<file path="src/rtl/uart_pkg.sv">
// Shared UART definitions: serializer state encoding and default frame timing.
// Latency: n/a (types and constants only).
// Backpressure: n/a; the matching receiver may import the same constants.
package uart_pkg;

  typedef enum logic [2:0] {
    ST_IDLE   = 3'd0,
    ST_START  = 3'd1,
    ST_DATA   = 3'd2,
    ST_PARITY = 3'd3,
    ST_STOP   = 3'd4
  } tx_state_t;

  localparam int DEF_SAMPLE    = 52;
  localparam int DEF_DATA_BITS = 8;
  localparam int DEF_STOP_BITS = 2;
  localparam int CNT_W         = 7;

  // Clocks from grant to the done pulse for one frame.
  function automatic int frame_clocks(input int sample, input int data_bits,
                                      input int parity, input int stop_bits);
    return (1 + data_bits + parity + stop_bits) * (sample + 1);
  endfunction

endpackage

</file>
<file path="src/rtl/uart_tx_sched_if.sv">
// Requester-side bundle of the shared UART transmitter: requests, bytes, grants and line.
// Latency: n/a (wiring only).
// Backpressure: req is held until gnt; gnt/done are single-cycle pulses.
interface uart_tx_sched_if #(
  parameter int NUM_REQ   = 4,
  parameter int DATA_BITS = 8
);
  localparam int IW = $clog2(NUM_REQ);

  logic [NUM_REQ-1:0]           req;
  logic [NUM_REQ*DATA_BITS-1:0] data_in;
  logic [NUM_REQ-1:0]           gnt;
  logic [NUM_REQ-1:0]           done;
  logic [IW-1:0]                owner;
  logic                         busy;
  logic                         tx;

  modport master (output req, data_in, input gnt, done, owner, busy, tx);
  modport slave  (input req, data_in, output gnt, done, owner, busy, tx);
endinterface

</file>
<file path="src/rtl/uart_tx_core.sv">
// UART serializer: start, LSB-first data, optional even parity (UART_TX_SCHED_PARITY_EN), stop bits.
// Latency: tx falls the cycle after load; frame_done on the last clock of the last stop bit.
// Backpressure: load is only honoured while idle; busy is high for the whole frame.
module uart_tx_core
  import uart_pkg::*;
#(
  parameter int SAMPLE    = DEF_SAMPLE,
  parameter int DATA_BITS = DEF_DATA_BITS,
  parameter int STOP_BITS = DEF_STOP_BITS
) (
  input  logic                 Clk,
  input  logic                 Rst_n,
  input  logic                 load,
  input  logic [DATA_BITS-1:0] tx_byte,
  output logic                 tx,
  output logic                 busy,
  output logic                 frame_done
);
  localparam int BMAX = (DATA_BITS > STOP_BITS) ? DATA_BITS : STOP_BITS;
  localparam int BW   = $clog2(BMAX + 1);

  tx_state_t            state_q, state_d;
  logic [CNT_W-1:0]     cnt_q, cnt_d;
  logic [BW-1:0]        bit_q, bit_d;
  logic [DATA_BITS-1:0] shift_q, shift_d;
  logic                 par_q, par_d;
  logic                 tx_q, tx_d;
  logic                 period_end;
  logic                 last_data;
  logic                 last_stop;

  assign period_end = (cnt_q == CNT_W'(SAMPLE));
  assign last_data  = (bit_q == BW'(DATA_BITS - 1));
  assign last_stop  = (bit_q == BW'(STOP_BITS - 1));
  assign tx         = tx_q;
  assign busy       = (state_q != ST_IDLE);

  // Next state, bit timing and the registered value of the line.
  always_comb begin
    state_d    = state_q;
    cnt_d      = period_end ? '0 : cnt_q + 1'b1;
    bit_d      = bit_q;
    shift_d    = shift_q;
    par_d      = par_q;
    frame_done = 1'b0;
    case (state_q)
      ST_IDLE: begin
        cnt_d = '0;
        bit_d = '0;
        if (load) begin
          state_d = ST_START;
          shift_d = tx_byte;
          par_d   = ^tx_byte;
        end
      end
      ST_START: begin
        if (period_end) begin
          state_d = ST_DATA;
          bit_d   = '0;
        end
      end
      ST_DATA: begin
        if (period_end) begin
          if (last_data) begin
`ifdef UART_TX_SCHED_PARITY_EN
            state_d = ST_PARITY;
`else
            state_d = ST_STOP;
`endif
            bit_d = '0;
          end else begin
            bit_d   = bit_q + 1'b1;
            shift_d = shift_q >> 1;
          end
        end
      end
      ST_PARITY: begin
        if (period_end) begin
          state_d = ST_STOP;
          bit_d   = '0;
        end
      end
      ST_STOP: begin
        if (period_end) begin
          if (last_stop) begin
            state_d    = ST_IDLE;
            bit_d      = '0;
            frame_done = 1'b1;
          end else begin
            bit_d = bit_q + 1'b1;
          end
        end
      end
      default: state_d = ST_IDLE;
    endcase

    case (state_d)
      ST_START:  tx_d = 1'b0;
      ST_DATA:   tx_d = shift_d[0];
      ST_PARITY: tx_d = par_d;
      default:   tx_d = 1'b1;
    endcase
  end

  // Serializer registers; reset aborts any frame and returns the line to idle high.
  always_ff @(posedge Clk) begin
    if (!Rst_n) begin
      state_q <= ST_IDLE;
      cnt_q   <= '0;
      bit_q   <= '0;
      shift_q <= '0;
      par_q   <= 1'b0;
      tx_q    <= 1'b1;
    end else begin
      state_q <= state_d;
      cnt_q   <= cnt_d;
      bit_q   <= bit_d;
      shift_q <= shift_d;
      par_q   <= par_d;
      tx_q    <= tx_d;
    end
  end

endmodule

</file>
<file path="src/rtl/uart_tx_sched.sv">
// Round-robin share of one UART serializer among NUM_REQ byte producers (parity via UART_TX_SCHED_PARITY_EN).
// Latency: gnt in the idle cycle req is seen, tx falls next cycle, done F clocks after gnt.
// Backpressure: one grant per frame; req is held until gnt, next grant one cycle after done.
module uart_tx_sched
  import uart_pkg::*;
#(
  parameter int NUM_REQ   = 4,
  parameter int SAMPLE    = DEF_SAMPLE,
  parameter int DATA_BITS = DEF_DATA_BITS,
  parameter int STOP_BITS = DEF_STOP_BITS
) (
  input logic           Clk,
  input logic           Rst_n,
  uart_tx_sched_if.slave bus
);
  localparam int IW = $clog2(NUM_REQ);

  logic [IW-1:0] ptr_q;
  logic [IW-1:0] owner_q;
  logic [IW-1:0] sel;
  logic [IW-1:0] idx;
  logic          found;
  logic          core_busy;
  logic          frame_done;
  logic          load;

  // First pending request at or after the rotating pointer.
  always_comb begin
    found = 1'b0;
    sel   = '0;
    idx   = '0;
    for (int k = 0; k < NUM_REQ; k++) begin
      idx = IW'((int'(ptr_q) + k) % NUM_REQ);
      if (!found && bus.req[idx]) begin
        found = 1'b1;
        sel   = idx;
      end
    end
  end

  // Reset gating keeps gnt quiet while reset is held.
  assign load      = found && !core_busy && Rst_n;
  assign bus.gnt   = load ? (NUM_REQ'(1) << sel) : '0;
  assign bus.done  = frame_done ? (NUM_REQ'(1) << owner_q) : '0;
  assign bus.owner = owner_q;
  assign bus.busy  = core_busy;

  // Owner and priority pointer advance on every grant; pointer starts at requester 0.
  always_ff @(posedge Clk) begin
    if (!Rst_n) begin
      ptr_q   <= '0;
      owner_q <= '0;
    end else if (load) begin
      owner_q <= sel;
      ptr_q   <= IW'((int'(sel) + 1) % NUM_REQ);
    end
  end

  uart_tx_core #(
    .SAMPLE    (SAMPLE),
    .DATA_BITS (DATA_BITS),
    .STOP_BITS (STOP_BITS)
  ) u_core (
    .Clk        (Clk),
    .Rst_n      (Rst_n),
    .load       (load),
    .tx_byte    (bus.data_in[sel*DATA_BITS +: DATA_BITS]),
    .tx         (bus.tx),
    .busy       (core_busy),
    .frame_done (frame_done)
  );

endmodule
</file>
<file path="src/flat_wrapper.sv">
// flat-port wrapper written by rule: the top's interface ports become plain ports
module uart_tx_sched_flat import uart_pkg::*;
#(
  parameter int NUM_REQ   = 4,
  parameter int SAMPLE    = DEF_SAMPLE,
  parameter int DATA_BITS = DEF_DATA_BITS,
  parameter int STOP_BITS = DEF_STOP_BITS
)
  (Clk, Rst_n, bus_req, bus_data_in, bus_gnt, bus_done, bus_owner, bus_busy, bus_tx);
  uart_tx_sched_if #(.NUM_REQ(NUM_REQ), .DATA_BITS(DATA_BITS)) bus_i ();
  input logic Clk;
  input logic Rst_n;
  input wire logic [$bits(bus_i.req)-1:0] bus_req;
  input wire logic [$bits(bus_i.data_in)-1:0] bus_data_in;
  output wire logic [$bits(bus_i.gnt)-1:0] bus_gnt;
  output wire logic [$bits(bus_i.done)-1:0] bus_done;
  output wire logic [$bits(bus_i.owner)-1:0] bus_owner;
  output wire logic [$bits(bus_i.busy)-1:0] bus_busy;
  output wire logic [$bits(bus_i.tx)-1:0] bus_tx;
  assign bus_i.req = bus_req;
  assign bus_i.data_in = bus_data_in;
  assign bus_gnt = bus_i.gnt;
  assign bus_done = bus_i.done;
  assign bus_owner = bus_i.owner;
  assign bus_busy = bus_i.busy;
  assign bus_tx = bus_i.tx;
  uart_tx_sched #(.NUM_REQ(NUM_REQ), .SAMPLE(SAMPLE), .DATA_BITS(DATA_BITS), .STOP_BITS(STOP_BITS)) u_core (.Clk(Clk), .Rst_n(Rst_n), .bus(bus_i));
endmodule
</file>
<file path="config.mk">
export PLATFORM = sky130hd
export DESIGN_NAME = uart_tx_sched_flat
export DESIGN_NICKNAME = d
export VERILOG_FILES = /design/src/rtl/uart_pkg.sv /design/src/rtl/uart_tx_sched_if.sv /design/src/rtl/uart_tx_core.sv /design/src/rtl/uart_tx_sched.sv /design/src/flat_wrapper.sv
export SDC_FILE = /design/constraint.sdc
export NUM_CORES = 1
export LEC_CHECK = 0
export CAP_MARGIN = 0
export CORE_ASPECT_RATIO = 1.5
export CORE_MARGIN = 2
export CORE_UTILIZATION = 35
export CTS_BUF_LIST = sky130_fd_sc_hd__clkbuf_4
export CTS_CLUSTER_SIZE = 20
export DETAILED_ROUTE_END_ITERATION = 12
export GPL_TIMING_DRIVEN = 0
export SYNTH_ARGS = -nofsm -noshare
export SYNTH_HDL_FRONTEND = slang
export SYNTH_SLANG_ARGS = --single-unit
export TNS_END_PERCENT = 50
</file>
<file path="constraint.sdc">
create_clock -name Clk -period 2.96 [get_ports Clk]
set_input_delay 0.592 -clock Clk [delete_from_list [all_inputs] [get_ports Clk]]
set_output_delay 0.592 -clock Clk [all_outputs]
set_load 0.03 [all_outputs]
</file>
==> reports/results.txt <==
Antenna viol nets, final = 0
Status = completed
Setup violators final = 0
First-pass GRT wire length = 8670 um
Worst slew pin tran = 0.786 ns
H-tree depth = 1
Cell Chain, Critical Path = clkdlybuf4s50_1 -> o41a_1 -> nor2b_4 -> clkbuf_4 -> and2_1 -> clkdlybuf4s15_2
CP Launch Type = input pin
Critical path's largest stage delay = 0.55 ns
Internal power = 0.777 mW
CTS root buf = clkbuf_4
Total grt overflow = 0
Slew HR = 47.2%
Seq pwr share = 36.5%
Initial antenna violation count = 0
Fin crit period = 2.85 ns
Max-slew violations = 0
NumNets Final = 348
Slowest-stage cell, CP = clkdlybuf4s50_1
Die W = 64.9 um
Vias in the first global route = 1954
Io pins = 50
Max cap viols = 0
Power consumption = 1.19 mW
Setup TNS = 0 ns
Cell row count = 33
Logic pwr share = 42.2%
Core Area = 0.00541 sq mm
Share of layout cells above drive strength 1 = 15.3%
CTS tree = done
Final HPWL DP = 3930 um
Post-synthesis sequential area ratio = 28.8%
Type of the worst setup path = input pin to output pin
Met2 Use GR = 33.4%
Reg2reg path depth = 9
ANT cells = 0
Met1 Use GR = 19.9%
Final Hold Viols = 0
Die ar. = 0.00618 sq mm
Cell area after layout = 0.00267 sq mm
Power Dens Cells = 444 mW/mm^2
Grt met3 use = 1.53%
Routed vias = 1967
Placed instance area = 0.00252 sq mm
CP endpoint kind = output pin
Layer with the highest usage = met2
CP Max Fanout = 10
CTS clk-pin slew, worst paths = 0.14 ns
Synthesis Warnings = 0
# port buffers = 49
Top_reg_cell synth = dfxtp_1
P&R area growth vs syn = 37.4%
TritonCTS Buffers = 3
Yosys cell types = 50
Total GRT Usage = 17.3%
Fin Hold WS = 0.442 ns
Net Sw Power = 0.410 mW
DRT Pass-1 Iters = 6
Gp weighted congestion = 0.836
Max clock buf depth = 2
Die H = 95.3 um
Switching Share = 34.5%
Post-Syn Area = 0.00195 sq mm
Clock sinks = 28
Post-Syn Nets = 288
Part of the cycle the worst path needs = 96.1%
Leak Pwr = 1.04 nW
Initial Util = 36.0%
Initial DRC Count = 66
CP required = 2.37 ns
Hold_buf cts = 0
Fmax = 351 MHz
Average wire per standard cell = 13.6 um
Min-delay worst type = flop to flop
Final wirelength = 5040 um
Hold path depth = 1
Pre-CTS WS = -0.755 ns
Via density = 5.30
Syn_area_per_cell = 8.04 sq um
Clk_lat worst skew = 0.34 ns
DRC = 0
Post-synth EDFFs = 0
Final worst slack = 0.115 ns
Flops & latches, synth = 28
Peak supply drop = 0.222 mV
Clock power frac = 21.3%
Largest net degree at the start of global routing = 17
Post-synth ARST share = 0%
Skew final = 0.0101 ns
Arr. time, crit path = 2.25 ns
Post-Syn Instances = 242
through the flow:
stage	std cells	utilization, %
after floorplan	242	-
after global placement	361	46.7
after detailed placement	361	46.7
after CTS	371	48.6
after global routing	371	49.4
final	371	49.4
synthesized netlist by cell type (all sizes together) (3+ instances only):
library cell   n  share of area (%)
a21oi         10                2.8
a211oi        11                6.2
clkbuf         7                1.5
o211ai         4                1.5
xnor2          3                1.4
a22oi          3                1.2
o22ai          3                1.3
nand2b         4                1.3
ha             8                5.1
inv           10                2.2
o21ai         20                5.1
nor2b          9                2.9
nand3         27                7.5
and2           6                1.9
nor3           9                2.3
a221oi         3                1.4
and3          13                4.2
nor2          16                3.5
a211o          4                1.8
a21boi         5                1.9
o211a          3                1.5
nand2         12                2.3
dfxtp         28                 29
power groups by stage:
| stage | Clock [mW] | Combinational (mW) | Sequential, mW |
|---|---|---|---|
| after floorplan | 0 | 0.313 | 0.443 |
| after global placement | 0 | 0.465 | 0.437 |
| after global routing | 0.278 | 0.553 | 0.438 |
| final | 0.252 | 0.501 | 0.434 |
| after detailed placement | 0 | 0.469 | 0.438 |
| after CTS | 0.259 | 0.495 | 0.431 |
worst paths after layout:
path	slack [ns]	from	end
worst max-delay path	0.11	Rst_n	bus_gnt[2]
worst min-delay path	0.44	u_core.u_core.cnt_q[0]	u_core.u_core.cnt_q[0]
worst max register to register	0.32	u_core.ptr_q[1]	u_core.u_core.par_q
worst min register to register	0.44	u_core.u_core.cnt_q[0]	u_core.u_core.cnt_q[0]
layout by cell type (no fill, tap or decap), types with 4 or more instances in the layout:
master           Yosys  final
buf_4                0      7
nand3_1             25     25
a21oi_1              9      9
and2_1               6      6
nand2_1             12     12
a211oi_1             5      5
a211oi_2             5      5
o21ai_0             20     20
clkbuf_1             6      5
inv_1                9      8
nand2b_1             4      4
clkbuf_4             1      5
and3_1              13     13
nor2b_1              9      8
buf_2                1      6
nor3_1               9      9
dfxtp_1             28     26
clkdlybuf4s50_1      0     37
a21boi_0             5      5
ha_1                 8      8
nor2_1              15     15
o211ai_1             4      4
a211o_1              4      4
sequential cells by signal, indices dropped and copies added (netlist names):
signal and count:
u_core.u_core.par_q 1, u_core.u_core.shift_q 8, u_core.bus.owner 2, u_core.u_core.state_q 3
u_core.ptr_q 2, u_core.u_core.cnt_q 7, u_core.u_core.bit_q 4, u_core.u_core.tx 1
cell type report:
cell class                 count  area, sq um
inverter                      10         42.5
timing repair buffer          55          509
multi-input combinational    195         1360
fill                         550         2740
sequential                    28          563
clock inverter                 1         30.0
clock buffer                   3         22.5
tap                           70         87.6
buffer                         9         56.3
cells by family after synthesis:
kind of cell | share of synthesized area, %
compound gates | 29.1
xor+xnor | 2.25
fa+ha+maj | 5.14
buf+inv | 4.57
flops | 28.8
mux | 0.514
simple gates | 29.6
layer usage:
layer	wire [um]	part of all wire, %	up-vias
li1	-	-	1025
met1	2100	42	880
met2	2670	53	53
met3	179	3.6	9
met4	85	1.7	0
met5	0	0	-
worst max-delay path, delay by kind of cell:
family                 cells  cell delay (ns)
buffers and inverters      3             1.06
and+or+nand+nor            2             0.36
AOI/OAI and AO/OA          1             0.23
timing repair:
action / 4_1_cts / 5_1_grt
buffers inserted: 6 / 0
endpoints found under the setup margin: 8 / 9
pin swaps: 3 / 3
hold endpoints to repair: 0 / 0
gates resized for setup: 52 / 11
Note: power is estimated with default switching activity, not from simulation.
